`config.mk`:
```
export PLATFORM = sky130hd
export DESIGN_NAME = spi_slave_responder
export DESIGN_NICKNAME = d
export VERILOG_FILES = /design/src/rtl/spi_slave_responder.sv
export SDC_FILE = /design/constraint.sdc
export NUM_CORES = 1
export LEC_CHECK = 0
export CAP_MARGIN = 20
export CORE_MARGIN = 1.5
export CORE_UTILIZATION = 53
export DETAILED_ROUTE_END_ITERATION = 8
export PLACE_DENSITY = 0.79
export SLEW_MARGIN = 20
export SYNTH_ARGS = -nofsm -noshare
export SYNTH_HDL_FRONTEND = slang
export SYNTH_SLANG_ARGS = --single-unit
export TNS_END_PERCENT = 20
```
`constraint.sdc`:
```
create_clock -name clock -period 2.2 [get_ports clock]
set_clock_uncertainty 0.15 [all_clocks]
set_input_delay 0.66 -clock clock [delete_from_list [all_inputs] [get_ports clock]]
set_output_delay 0.66 -clock clock [all_outputs]
set_load 0.1 [all_outputs]
```
`src/rtl/spi_slave_responder.sv`:
```
// spi_slave_responder: oversampled SPI slave with rx valid/ready and a one-deep tx holding register
module spi_slave_responder #(
  parameter int DATA_WIDTH = 8,
  parameter logic [DATA_WIDTH-1:0] TX_IDLE = 8'hFF,
  parameter int SYNC_STAGES = 2
) (
  input  logic                  clock,
  input  logic                  reset,
  input  logic                  cpol,
  input  logic                  cpha,
  input  logic                  cspol,
  input  logic                  sclk,
  input  logic                  mosi,
  input  logic                  cs,
  output logic                  miso,
  output logic                  miso_oe,
  input  logic [DATA_WIDTH-1:0] tx_data,
  input  logic                  tx_valid,
  output logic                  tx_ready,
  output logic [DATA_WIDTH-1:0] rx_data,
  output logic                  rx_valid,
  input  logic                  rx_ready,
  output logic                  busy,
  output logic                  overrun,
  output logic                  underrun,
  input  logic                  clear_flags
);
  localparam int CW = (DATA_WIDTH > 1) ? $clog2(DATA_WIDTH) : 1;
  typedef enum logic {S_IDLE, S_ACTIVE} state_t;
  state_t state, state_nx;
  logic [SYNC_STAGES-1:0] sclk_sr, mosi_sr, cs_sr, fill;
  logic sclk_prev, cpol_r, cpha_r, cspol_r;
  logic active, cpol_e, cpha_e, cspol_e, sclk_s, mosi_s, cs_act;
  logic lead, trail, sample_e, shift_e, start, done, load_hold;
  logic [DATA_WIDTH-1:0] tx_shift, rx_shift, hold_data, next_tx;
  logic hold_full, skip, pend;
  logic [CW-1:0] bit_cnt;
  // Synchronize the asynchronous pins; fill marks when the chains hold real pin samples
  always_ff @(posedge clock)
    if (reset) begin
      sclk_sr <= '0;
      mosi_sr <= '0;
      cs_sr <= '0;
      fill <= '0;
      sclk_prev <= 1'b0;
    end else begin
      sclk_sr <= {sclk_sr[SYNC_STAGES-2:0], sclk};
      mosi_sr <= {mosi_sr[SYNC_STAGES-2:0], mosi};
      cs_sr <= {cs_sr[SYNC_STAGES-2:0], cs};
      fill <= {fill[SYNC_STAGES-2:0], 1'b1};
      sclk_prev <= sclk_sr[SYNC_STAGES-1];
    end
  // Edge and event decode; mode bits are frozen while a frame is active
  always_comb begin
    active = state == S_ACTIVE;
    cpol_e = active ? cpol_r : cpol;
    cpha_e = active ? cpha_r : cpha;
    cspol_e = active ? cspol_r : cspol;
    sclk_s = sclk_sr[SYNC_STAGES-1];
    mosi_s = mosi_sr[SYNC_STAGES-1];
    cs_act = fill[SYNC_STAGES-1] && (cs_sr[SYNC_STAGES-1] == cspol_e);
    lead = (sclk_prev == cpol_e) && (sclk_s != cpol_e);
    trail = (sclk_prev != cpol_e) && (sclk_s == cpol_e);
    sample_e = active && cs_act && (cpha_e ? trail : lead);
    shift_e = active && cs_act && (cpha_e ? lead : trail);
    start = !active && cs_act;
    done = sample_e && (bit_cnt == CW'(DATA_WIDTH - 1));
    load_hold = start || (shift_e && pend);
    next_tx = hold_full ? hold_data : TX_IDLE;
    tx_ready = fill[0] && !hold_full;
  end
  // State register
  always_ff @(posedge clock)
    if (reset) state <= S_IDLE;
    else state <= state_nx;
  // Next state follows the synchronized chip select
  always_comb state_nx = cs_act ? S_ACTIVE : S_IDLE;
  // Pin-side outputs
  always_comb begin
    busy = active;
    miso_oe = active;
    miso = active && tx_shift[DATA_WIDTH-1];
  end
  // Datapath: a completed word defers its tx reload to the next shift edge, so the
  // reload replaces that shift and a frame ending on a sample edge does not underrun
  always_ff @(posedge clock)
    if (reset) begin
      cpol_r <= 1'b0;
      cpha_r <= 1'b0;
      cspol_r <= 1'b0;
      tx_shift <= '0;
      rx_shift <= '0;
      hold_data <= '0;
      hold_full <= 1'b0;
      skip <= 1'b0;
      pend <= 1'b0;
      bit_cnt <= '0;
      rx_data <= '0;
      rx_valid <= 1'b0;
      overrun <= 1'b0;
      underrun <= 1'b0;
    end else begin
      if (!active) begin
        cpol_r <= cpol;
        cpha_r <= cpha;
        cspol_r <= cspol;
      end
      if (clear_flags) begin
        overrun <= 1'b0;
        underrun <= 1'b0;
      end
      if (rx_valid && rx_ready) rx_valid <= 1'b0;
      if (tx_valid && tx_ready) begin
        hold_data <= tx_data;
        hold_full <= 1'b1;
      end
      if (start) begin
        bit_cnt <= '0;
        skip <= cpha_e;
      end
      if (load_hold) begin
        tx_shift <= next_tx;
        pend <= 1'b0;
        if (hold_full) hold_full <= 1'b0;
        else underrun <= 1'b1;
      end else if (shift_e) begin
        if (skip) skip <= 1'b0;
        else tx_shift <= tx_shift << 1;
      end
      if (sample_e) begin
        rx_shift <= {rx_shift[DATA_WIDTH-2:0], mosi_s};
        bit_cnt <= done ? '0 : bit_cnt + CW'(1);
      end
      if (done) begin
        pend <= 1'b1;
        if (rx_valid && !rx_ready) overrun <= 1'b1;
        else begin
          rx_data <= {rx_shift[DATA_WIDTH-2:0], mosi_s};
          rx_valid <= 1'b1;
        end
      end
    end
endmodule

```
# After elaboration in Yosys (flattened, before gate mapping)
# Cells that the tools add are included.
# totals
in_bits	19
output_inout_bits	15
reg_bits	53
# classes
eq_ne	7
mux	32
n_bitwise	1
reduce_logical	23
add_sub_neg	1
# ops
cell	count
$mux W8	4
$mux W1	25
$logic_and A1 B1 Y1	14
$mux W3	3
$reduce_bool A2 Y1	3
$reduce_and A2 Y1	2
$add A3 B1 Y3 const B	1
$eq A1 B1 Y1	3
$eq A3 B3 Y1 const B	1
$logic_not A1 Y1	3
$ne A1 B1 Y1	2
$ne A2 B2 Y1 const B	1
$logic_or A1 B1 Y1	1
$not A1 Y1	1

# Depth between registers and ports, before layout
# Gate-level depths: netlist of run 1.
# depth
ltp_word	9
mapped_depth	7
ltp_nobuf	5

# Worst setup path after synthesis of run 1
# No wires, ideal clock.
# synth_timing
kind	register to output
startpoint	register state, in the netlist busy
endpoint	output miso
path_slack_ps	-573
required_ps	1390
path_stages_with_launch	3
arrival_time_ps	1963
path_buffers	1
path_cell_list	dfxtp_1 -> buf_6 -> and2_1
# synth_via
elab_chain_cells	1
# synth_rtl
item	line_no	rtl
start: declaration	30	state_t state, state_nx;
start signal: assignment	75	else state <= state_nx;
$logic_and A1 B1 Y1	82	miso = active && tx_shift[DATA_WIDTH-1];
end: declaration	15	output logic miso,
# No other way between the ends.

# Worst setup path in the final report of run 1
# layout_timing
startpoint	input cspol
endpoint	register skip
# layout_via
elab_chain_cells	8
word_cells_on_any_way	12
cone_classes	eq/ne (1); mux (5); reduce/logical (6)
# layout_rtl
item	line_no	rtl
start: declaration	11	input logic cspol,
$mux W1 *	-	
$eq A1 B1 Y1 *	61	cs_act = fill[SYNC_STAGES-1] && (cs_sr[SYNC_STAGES-1] == cspol_e);
$logic_and A1 B1 Y1 *	61	
$logic_and A1 B1 Y1, on equally long branches	66, 65	
$mux W1 / $logic_and A1 B1 Y1 (equally long branches)	117, 65	
$mux W1 / $logic_and A1 B1 Y1 (equally long branches)	127, 68	
$mux W1 / $logic_or A1 B1 Y1 (equally long branches)	126, 68	
$mux W1 *	121	if (load_hold) begin
end signal: assignment	119	skip <= cpha_e;
end: declaration	36	logic hold_full, skip, pend;
# Mark *: on every way between the ends. The rest lies on a longest branch, timed or not.
# A chain may end at the register's enable or synchronous reset.

==> summary.md, run 1 <==
| Metric | Value |
|---|---|
| Routability cong. | `0.805` |
| Antenna cells | `0` |
| Clock buffer count from CTS | `5` |
| Grt ovf | `0` |
| Cell area after layout | `0.00305 mm²` |
| Cell Area, Synth | `0.00223 mm²` |
| CTS sink count | `53` |
| Gr usage total | `between 20% and 30%` |
| Core Area | `approximately 0.0040 mm²` |
| Yosys top cell by area | `dfxtp_1` |
| Worst r2r dst | `tx_shift[5]` |
| Pin count of the biggest net entering global routing | `46` |
| Layout cell share with drive strength beyond 1 | `20.1%` |
| # DRC | `0` |
| Filler Cell Count | `roughly 280` |
| CTS root buffer | `clkbuf_8` |
| Hold crit path type | `flip-flop to flip-flop` |
| Max cap viols | `0` |
| Commonest cells in the synthesized netlist | `dfxtp_1 (53), a21oi_1 (25), nand2_1 (21), mux2i_1 (17), nand3_1 (13)` |
| LEAKAGE | `around 0.0010 µW` |
| Initial antenna violation count | `0` |
| Vias | `approximately 1800` |
| Worst skew pair latency | `between 0.3 and 0.4 ns` |
| Main combinational cell family by area after synthesis | `simple AND/OR/NAND/NOR gates` |
| CP Launch Point | `cspol` |
| Hold_buf cts | `0` |
| Worst vdd ir | `~520 µV` |
| Die X | `between 60 and 70 µm` |
| Worst setup EP type | `flip-flop` |
| Synth area leaders | `dfxtp_1 (47%), mux2i_1 (7.6%), a21oi_1 (5.6%), nand2_1 (3.5%), nor2b_1 (3.1%)` |
| Worst setup endpoint | `skip` |
| Number of global-route vias before repair | `~1700` |
| Syn_area_per_cell | `just under 10 µm²` |
| Kind of start point of the critical path | `primary input` |
| Multi-input logic area | `0.00116 mm²` |
| Nets | `approximately 290` |
| Actual slew at the worst max-slew pin | `0.532 ns` |
| CP max FO | `4` |
| Detailed Routing Iterations Pass 1 | `4` |
| Rel. slew slack | `between 60% and 70%` |
| Die area | `roughly 0.0046 mm²` |
| Hpwl dp | `~3100 µm` |
| Post-synthesis compound-gate area fraction | `between 10% and 20%` |
| Final setup TNS | `0 ns` |
| Area Growth Syn to Fin | `36.5%` |
| Worst hold slack | `around 0.3 ns` |
| Status | `finished clean` |
| Post-Synth Adder-Cell Area | `roughly 1.1%` |
| Mapped Cells | `around 230` |
| Crit Path Category | `primary input to flip-flop` |
| Total routed wirelength | `4770 µm` |
| Initial DRC Count | `121` |
| Most frequent cell after synthesis | `dfxtp_1` |
| Critical Path AT | `about 2.2 ns` |
| Top Ports | `34` |
| First-pass GRT wire length | `~7700 µm` |
| Synth cell types | `38` |
| Htree depth | `2` |
| Per-cell routed wire length | `15.0 µm` |
| Routed Antenna Nets | `0` |
| Final Setup Violations | `0` |
| Worst reg2reg path startpoint | `cpol_r` |
| Clock-pin slew on the worst setup and hold paths | `0.10 ns` |
| DP Area | `roughly 0.0028 mm²` |
| Post-Syn Nets | `249` |
| Min Tclk post-route | `approximately 2.1 ns` |
| Std cell rows | `23` |
| Final Hold Viols | `0` |
| CP required | `2.25 ns` |
| Mux share of post-synthesis cell area | `between 10% and 20%` |
| Final period utilization | `97.7%` |
| CTS tree | `built` |
| Synth warnings | `0` |
| EDFF count, synth | `0` |
| Vias per inst | `approximately 5.7` |
| #FFs+latches synth | `53` |
| Final Non-Filler Cells | `318` |
| Max Root-Sink Buffers | `2` |
| Placed insts | `~310` |
| Max Slew Vio Count | `0` |
| Register area | `between 0.001 and 0.0015 mm²` |
| Sequential element share of the synthesized area | `between 40% and 50%` |
| Flop2flop setup slack | `about 0.12 ns` |
| Simple-Gate Fraction of Synth Area | `20.2%` |
| IO buf count | `33` |
| Die height | `just under 70 µm` |
| XOR/XNOR Fraction of Synth Area | `between 1.5 and 2%` |
| Ys flop type | `dfxtp_1` |
| Initial Util | `between 50% and 60%` |
| Post-synth ARST share | `0%` |
| Fmax | `0.465 GHz` |
| Pwr Density | `between 600 and 700 mW/mm²` |
| Reg2reg path depth | `5` |
| Synth top area share | `47.5%` |
| RSZ-0062 raised after global routing | `no` |
-- placed cells by master (no fill, tap or decap), types with 2 or more instances in the layout --
cell type,instances
dfxtp_1,52
a21oi_1,25
nand2_1,21
buf_12,18
mux2i_1,16
clkdlybuf4s50_1,16
nand3_1,13
nor2b_1,11
buf_4,10
nand4_1,9
o31ai_1,8
nor3b_1,7
a211oi_1,7
nor2_1,5
clkbuf_8,5
mux2i_4,4
and2_1,3
nand4b_1,3
nand2b_1,2
xnor2_1,2
o211ai_1,2
ha_1,2
dlygate4sd2_1,2
-- layout make-up --
class | count | share of cell area [%]
multi-input cells | 157 | 37.9
flip-flops and latches | 53 | 34.9
clock inverters | 2 | 1.15
well taps | 50 | 2.05
inverters | 3 | 0.451
clock buffers | 6 | 3.08
repair buffers | 47 | 20.5
-- critical path, cell delays in order --
cell	delay (ns)
clkdlybuf4s50_1	0.44
mux2i_4	0.23
xor2_4	0.25
buf_4	0.16
nand3_1	0.14
o311ai_0	0.18
a21oi_1	0.12
-- cells by family (layout without fill, tap and decap cells) --
group | Yosys count | count (layout)
XOR/XNOR | 4 | 4
adder cells (fa/ha/maj) | 2 | 2
buffers and inverters | 19 | 58
AND/OR/NAND/NOR | 81 | 81
multiplexers | 21 | 21
flip-flops | 53 | 53
AO/OA/AOI/OAI | 48 | 49
-- flip-flops by register name, indices dropped and copies added, names as in the netlist, 2 cells and up --
name and count:
bit_cnt 3, cs_sr 2, fill 2, hold_data 8
mosi_sr 2, rx_data 8, rx_shift 7, sclk_sr 2
tx_shift 8
-- power breakdown --
part / leakage [µW] / internal [µW] / switching, µW
clock network: 0.0000663 / 406 / 317
registers: 0.000433 / 989 / 26.7
logic: 0.000541 / 109 / 118
total: 0.00104 / 1500 / 462
-- timing repair --
item / CTS / global route
buffers inserted: 1 / 0
pin swaps: 2 / 0
resized for setup: 8 / 4
endpoints found under the setup margin: 26 / 4
gates cloned: 0 / 1
-- layer usage --
layer	global-route usage, %	wire [µm]	up-vias
met5	0	0	-
met4	7.25	75	0
met3	5.76	306	9
met2	36.5	2300	65
met1	28.4	2100	843
li1	-	-	906
-- worst min-delay path by stage --
stage	startpoint	slack, ns	endpoint	cells past startpoint
final	sclk_sr[0]	0.30	sclk_sr[1]	1
after CTS	mosi_sr[0]	0.30	mosi_sr[1]	1
after global routing	sclk_sr[0]	0.32	sclk_sr[1]	1
after detailed placement	sclk_sr[0]	0.28	sclk_sr[1]	1
after floorplan	cs_sr[0]	0.26	cs_sr[1]	1
after global placement	mosi_sr[0]	0.27	mosi_sr[1]	1
-- through the flow --
| stage | setup slack (ns) | power (µW) | utilization (%) |
|---|---|---|---|
| 2_1_floorplan | -0.110 | 1160 | - |
| 3_3_place_gp | -0.352 | 1240 | 70.1 |
| 3_5_place_dp | -0.437 | 1250 | 70.1 |
| 4_1_cts | 0.0306 | 1960 | 74.6 |
| 5_1_grt | 0.000947 | 2030 | 75.7 |
| 6_report | 0.0503 | 1970 | 75.7 |
No activity file was read; power rests on OpenSTA's default activity.
==> run 2, diff against run 1 <==
--- a/config.mk
+++ b/config.mk
@@ -7,9 +7,8 @@
 export LEC_CHECK = 0
 export CAP_MARGIN = 20
 export CORE_MARGIN = 1.5
-export CORE_UTILIZATION = 53
+export CORE_UTILIZATION = 40
 export DETAILED_ROUTE_END_ITERATION = 8
-export PLACE_DENSITY = 0.79
 export SLEW_MARGIN = 20
 export SYNTH_ARGS = -nofsm -noshare
 export SYNTH_HDL_FRONTEND = slang
==> run 2 against run 1 <==
Non-clock buffer count rose by 2. Clock power fell by 5.7%. Clock-buffer cell count fell by 1. Wire length fell by 6.7%. Via count fell by 4.2%. First-iteration DRC count fell by 23%. Cell area barely moved. Sequential share of layout area barely moved. Sequential power barely moved. Critical endpoint is now tx_shift[1]. Highest routed layer unchanged.
==> summary.md, run 2 (same netlist as run 1, synthesis figures left out) <==
| Metric | Value |
|---|---|
| Status | `finished clean` |
| Placed insts | `approximately 330` |
| Rel. slew slack | `about 55%` |
| Top Ports | `34` |
| Actual slew at the worst max-slew pin | `approximately 0.68 ns` |
| CTS sink count | `53` |
| Gr usage total | `approximately 16%` |
| RSZ-0062 raised after global routing | `yes` |
| CTS tree | `built` |
| Die X | `slightly below 80 µm` |
| Worst setup endpoint | `tx_shift[1]` |
| Final Hold Viols | `0` |
| Filler Cell Count | `~500` |
| Most frequent cells in the layout | `dfxtp_1 (52), a21oi_1 (25), nand2_1 (21)` |
| Layout cell share with drive strength beyond 1 | `20.4%` |
| Kind of start point of the critical path | `primary input` |
| Min Tclk post-route | `roughly 2.2 ns` |
| IO buf count | `33` |
| Grt ovf | `0` |
| CP required | `~2.3 ns` |
| Total routed wirelength | `about 4500 µm` |
| Number of global-route vias before repair | `1678` |
| Clock-pin slew on the worst setup and hold paths | `0.10 ns` |
| Post CTS Setup Buffer Count | `0` |
| Worst skew pair latency | `around 0.31 ns` |
| Vias | `1747` |
| Crit Path Category | `primary input to flip-flop` |
| Max Slew Vio Count | `0` |
| Antenna cells | `0` |
| Vias per inst | `between 5 and 6` |
| Final Setup Violations | `0` |
| CTS root buffer | `clkbuf_8` |
| Reg2reg path depth | `6` |
| Fin util | `56.1%` |
| Initial antenna violation count | `0` |
| Critical Path AT | `about 2.2 ns` |
| Clock buffer count from CTS | `5` |
| Final worst slack | `approximately 0.047 ns` |
| LEAKAGE | `0.00104 µW` |
| Max cap viols | `0` |
| Dpl ws | `-0.419 ns` |
| Largest regs | `hold_data x8, rx_data x8, tx_shift x8` |
| Final Non-Filler Cells | `roughly 340` |
| Htree depth | `2` |
| Final period utilization | `slightly below 100%` |
| Routability cong. | `about 0.73` |
| Hpwl dp | `approximately 3100 µm` |
| Per-cell routed wire length | `between 10 and 15 µm` |
| Worst hold slack | `about 0.3 ns` |
| Worst reg2reg path startpoint | `cpol_r` |
| CP max FO | `8` |
| Initial DRC Count | `93` |
| Pwr Density | `approximately 630 mW/mm²` |
| Flop2flop setup slack | `0.14 ns` |
| Pin count of the biggest net entering global routing | `46` |
| Worst setup EP type | `flip-flop` |
| Nets | `290` |
| Area Growth Syn to Fin | `36.6%` |
| # DRC | `0` |
| Detailed Routing Iterations Pass 1 | `4` |
| Initial Util | `around 41%` |
| Commonest non-fill, non-tap cell in the layout | `dfxtp_1` |
| Fmax | `0.464 GHz` |
| First-pass GRT wire length | `slightly below 8000 µm` |
| CP Launch Point | `cspol` |
| Worst r2r dst | `pend` |
| Std cell rows | `27` |
| Max Root-Sink Buffers | `2` |
| Die height | `a little under 80 µm` |
| Routed Antenna Nets | `0` |
| Worst vdd ir | `approximately 340 µV` |
| Core Area | `roughly 0.0054 mm²` |
| Hold crit path type | `flip-flop to flip-flop` |
| Die area | `between 0.006 and 0.007 mm²` |
[run 2: power by group]
group / switching [µW] / leakage [µW] / internal (µW)
sequential: 25.0 / 0.000433 / 989
clock: 333 / 0.0000603 / 349
combinational: 115 / 0.000547 / 113
total: 473 / 0.00104 / 1450
[run 2: through the flow]
step | total power, µW | setup TNS [ns] | area [µm²]
4_1_cts | 1940 | 0 | 3010
5_1_grt | 2010 | 0 | 3050
3_3_place_gp | 1250 | -11.15 | 2870
3_5_place_dp | 1250 | -11.92 | 2870
2_1_floorplan | 1160 | -0.950 | 2240
6_report | 1920 | 0 | 3050
[run 2: how the worst min path moves through the flow]
stage,from,to,depth (start not counted)
after global placement,mosi_sr[0],mosi_sr[1],1
after detailed placement,mosi_sr[0],mosi_sr[1],1
after global routing,mosi_sr[0],mosi_sr[1],1
final,mosi_sr[0],mosi_sr[1],1
after CTS,mosi_sr[0],mosi_sr[1],1
after floorplan,cs_sr[0],cs_sr[1],1
[run 2: layer usage]
metal,global-route usage [%],vias to the layer above,routed length (µm)
li1,-,915,-
met1,22.0,794,2210
met2,24.2,32,2010
met3,4.59,6,172
met4,4.91,0,57
met5,0,-,0
[run 2: area by class of cell]
class	count	area (µm²)	share of cell area (%)
clock buffer	5	68.8	2.26
multi-input combinational	157	1140	37.3
inverter	3	13.8	0.451
clock inverter	3	50.0	1.64
tap	72	90.1	2.95
timing repair buffer	49	627	20.5
sequential	53	1060	34.9
[run 2: critical path: stages]
cell	delay, ns
clkdlybuf4s50_1	0.45
mux2i_4	0.23
xor2_4	0.24
o311ai_2	0.27
nor3b_1	0.27
a211oi_1	0.08
[run 2: repair_timing]
item / in CTS / in global routing
hold endpoints to repair: 0 / 0
hold buffers: 0 / 0
endpoints found under the setup margin: 27 / 11
cloned: 0 / 1
gates resized for setup: 6 / 3
==> run 3, diff against run 2 <==
--- a/config.mk
+++ b/config.mk
@@ -6,6 +6,7 @@
 export NUM_CORES = 1
 export LEC_CHECK = 0
 export CAP_MARGIN = 20
+export CORE_ASPECT_RATIO = 0.6
 export CORE_MARGIN = 1.5
 export CORE_UTILIZATION = 40
 export DETAILED_ROUTE_END_ITERATION = 8
==> run 3 against run 2 <==
Fmax fell by 0.31%. First-iteration DRC count rose by 18%. Hold slack got worse by 0.0056 ns. Critical path type unchanged. Wire length rose by 8.2%. Total power fell by 6.5%. Register-to-register slack improved by 0.02 ns. Global-route usage rose by 1.6 points. Core utilization rose by 0.81 points. Largest cell class unchanged.
==> summary.md, run 3 (same netlist as run 1, synthesis figures left out) <==
| Metric | Value |
|---|---|
| Actual slew at the worst max-slew pin | `roughly 0.59 ns` |
| Cell area after layout | `about 0.0030 mm²` |
| Final period utilization | `between 90 and 100%` |
| Pin count of the biggest net entering global routing | `26` |
| Hold Path Stages | `1` |
| First-pass GRT wire length | `between 8000 and 9000 µm` |
| Max Root-Sink Buffers | `2` |
| Commonest non-fill, non-tap cell in the layout | `dfxtp_1` |
| Top Ports | `34` |
| Htree depth | `2` |
| Antenna cells | `0` |
| Final Non-Filler Cells | `336` |
| Pwr Density | `between 600 and 700 mW/mm²` |
| Reg2reg path depth | `6` |
| Vias | `~1800` |
| Hold_buf cts | `0` |
| Clock buffer count from CTS | `5` |
| Final Setup Violations | `0` |
| Hold_sp | `mosi_sr[0]` |
| Max cap viols | `0` |
| Filler Cell Count | `between 400 and 500` |
| Met3 usage | `4.26%` |
| Per-cell routed wire length | `around 14 µm` |
| Worst r2r dst | `pend` |
| CP required | `2.24 ns` |
| LEAKAGE | `0.00103 µW` |
| Dpl ws | `-0.442 ns` |
| Initial Util | `around 43%` |
| CP max FO | `12` |
| Worst Hold Path EP | `mosi_sr[1]` |
| Multi-input logic area | `~0.0011 mm²` |
| Routability cong. | `~0.79` |
| IO buf count | `33` |
| Vias per inst | `5.22` |
| Largest regs | `hold_data x8, rx_data x8, tx_shift x8` |
| Die height | `roughly 60 µm` |
| Critical Path AT | `2.20 ns` |
| Core Area | `between 0.005 and 0.006 mm²` |
| Die X | `99.5 µm` |
| Worst vdd ir | `282 µV` |
| CTS sink count | `between 50 and 60` |
| Met2 Use GR | `22.4%` |
| Worst setup EP type | `flip-flop` |
| Crit Path Category | `primary input to flip-flop` |
| Final Hold Viols | `0` |
| Initial antenna violation count | `0` |
| Register area | `about 0.0011 mm²` |
| CTS root buffer | `clkbuf_8` |
| Final setup TNS | `0 ns` |
| Placed insts | `between 300 and 400` |
| Worst skew pair latency | `~0.3 ns` |
| Min Tclk post-route | `roughly 2.2 ns` |
| RSZ-0062 raised after global routing | `yes` |
| Status | `finished clean` |
| Top Usage Layer GRT | `met1` |
| Met1 GRT Util | `28.1%` |
| Initial DRC Count | `110` |
| Flop2flop setup slack | `approximately 0.16 ns` |
| Hpwl dp | `roughly 3600 µm` |
| Final worst slack | `0.0403 ns` |
| Std cell rows | `20` |
| Grt ovf | `0` |
| Most frequent cells in the layout | `dfxtp_1 (52), a21oi_1 (25), nand2_1 (21)` |
| Detailed Routing Iterations Pass 1 | `4` |
| DP Area | `about 0.0029 mm²` |
| Layout cell share with drive strength beyond 1 | `about a fifth` |
| Total routed wirelength | `4820 µm` |
| Area Growth Syn to Fin | `33.2%` |
| # DRC | `0` |
| CTS tree | `built` |
| Max Slew Vio Count | `0` |
| Worst reg2reg path startpoint | `cpol_r` |
| Nets | `around 290` |
| Hold crit path type | `flip-flop to flip-flop` |
| Routed Antenna Nets | `0` |
| Total power | `around 1800 µW` |
| Gr usage total | `17.6%` |
| Rel. slew slack | `between 60 and 70%` |
| Kind of start point of the critical path | `primary input` |
| Fmax | `roughly 0.46 GHz` |
| Number of global-route vias before repair | `1606` |
| Clock-pin slew on the worst setup and hold paths | `around 0.090 ns` |
| Die area | `between 0.006 and 0.007 mm²` |
run 3: cell types whose count changed in the layout (fill, tap and decap cells not counted), sizes merged:
cell,previous run,this run
clkbuf,5,6
buf,31,33
clkinv,2,1
o311ai,3,2
bufinv,1,0
run 3: worst max-delay path: stages:
cell and delay (ns):
clkdlybuf4s50_1 0.44, mux2i_4 0.17, xor2_1 0.16, buf_4 0.15, o311ai_4 0.18, nor3b_1 0.34
a211oi_1 0.09
run 3: per-layer routing:
layer	up-vias	routed length, µm
met5	-	0
met4	0	43
met3	4	252
met2	45	1750
met1	798	2770
li1	906	-
run 3: where the power goes:
group          switching [µW]  total (µW)  internal (µW)
clock                     312         562            250
combinational             115         224            109
sequential               23.5        1010            989
total                     450        1800           1350
run 3: through the flow:
stage	hold WS (ns)	utilization, %
floorplan	0.264	-
global placement	0.266	54.7
detailed placement	0.277	54.7
CTS	0.299	56.7
global route	0.311	56.9
finish	0.294	56.9
run 3: area by class of cell:
cell class / instances / share of cell area, %
clock buffer: 6 / 2.77
sequential: 53 / 35.8
tap: 66 / 2.77
inverter: 3 / 0.462
clock inverter: 1 / 0.210
timing repair buffer: 51 / 21.0
multi-input combinational: 156 / 37.0
run 3: worst max-delay path by stage:
stage | slack, ns | start | to | cells after the start
2_1_floorplan | -0.11 | fill[0] | hold_data[0] | 5
3_3_place_gp | -0.39 | cpol | bit_cnt[1] | 7
3_5_place_dp | -0.44 | cpol | rx_shift[5] | 7
4_1_cts | 0.07 | cspol | tx_shift[6] | 7
5_1_grt | -0.04 | cspol | tx_shift[2] | 7
6_report | 0.04 | cspol | tx_shift[6] | 7
run 3: timing repair:
action	4_1_cts	5_1_grt
buffers inserted	1	0
resized for setup	4	2
endpoints found under the setup margin	28	6
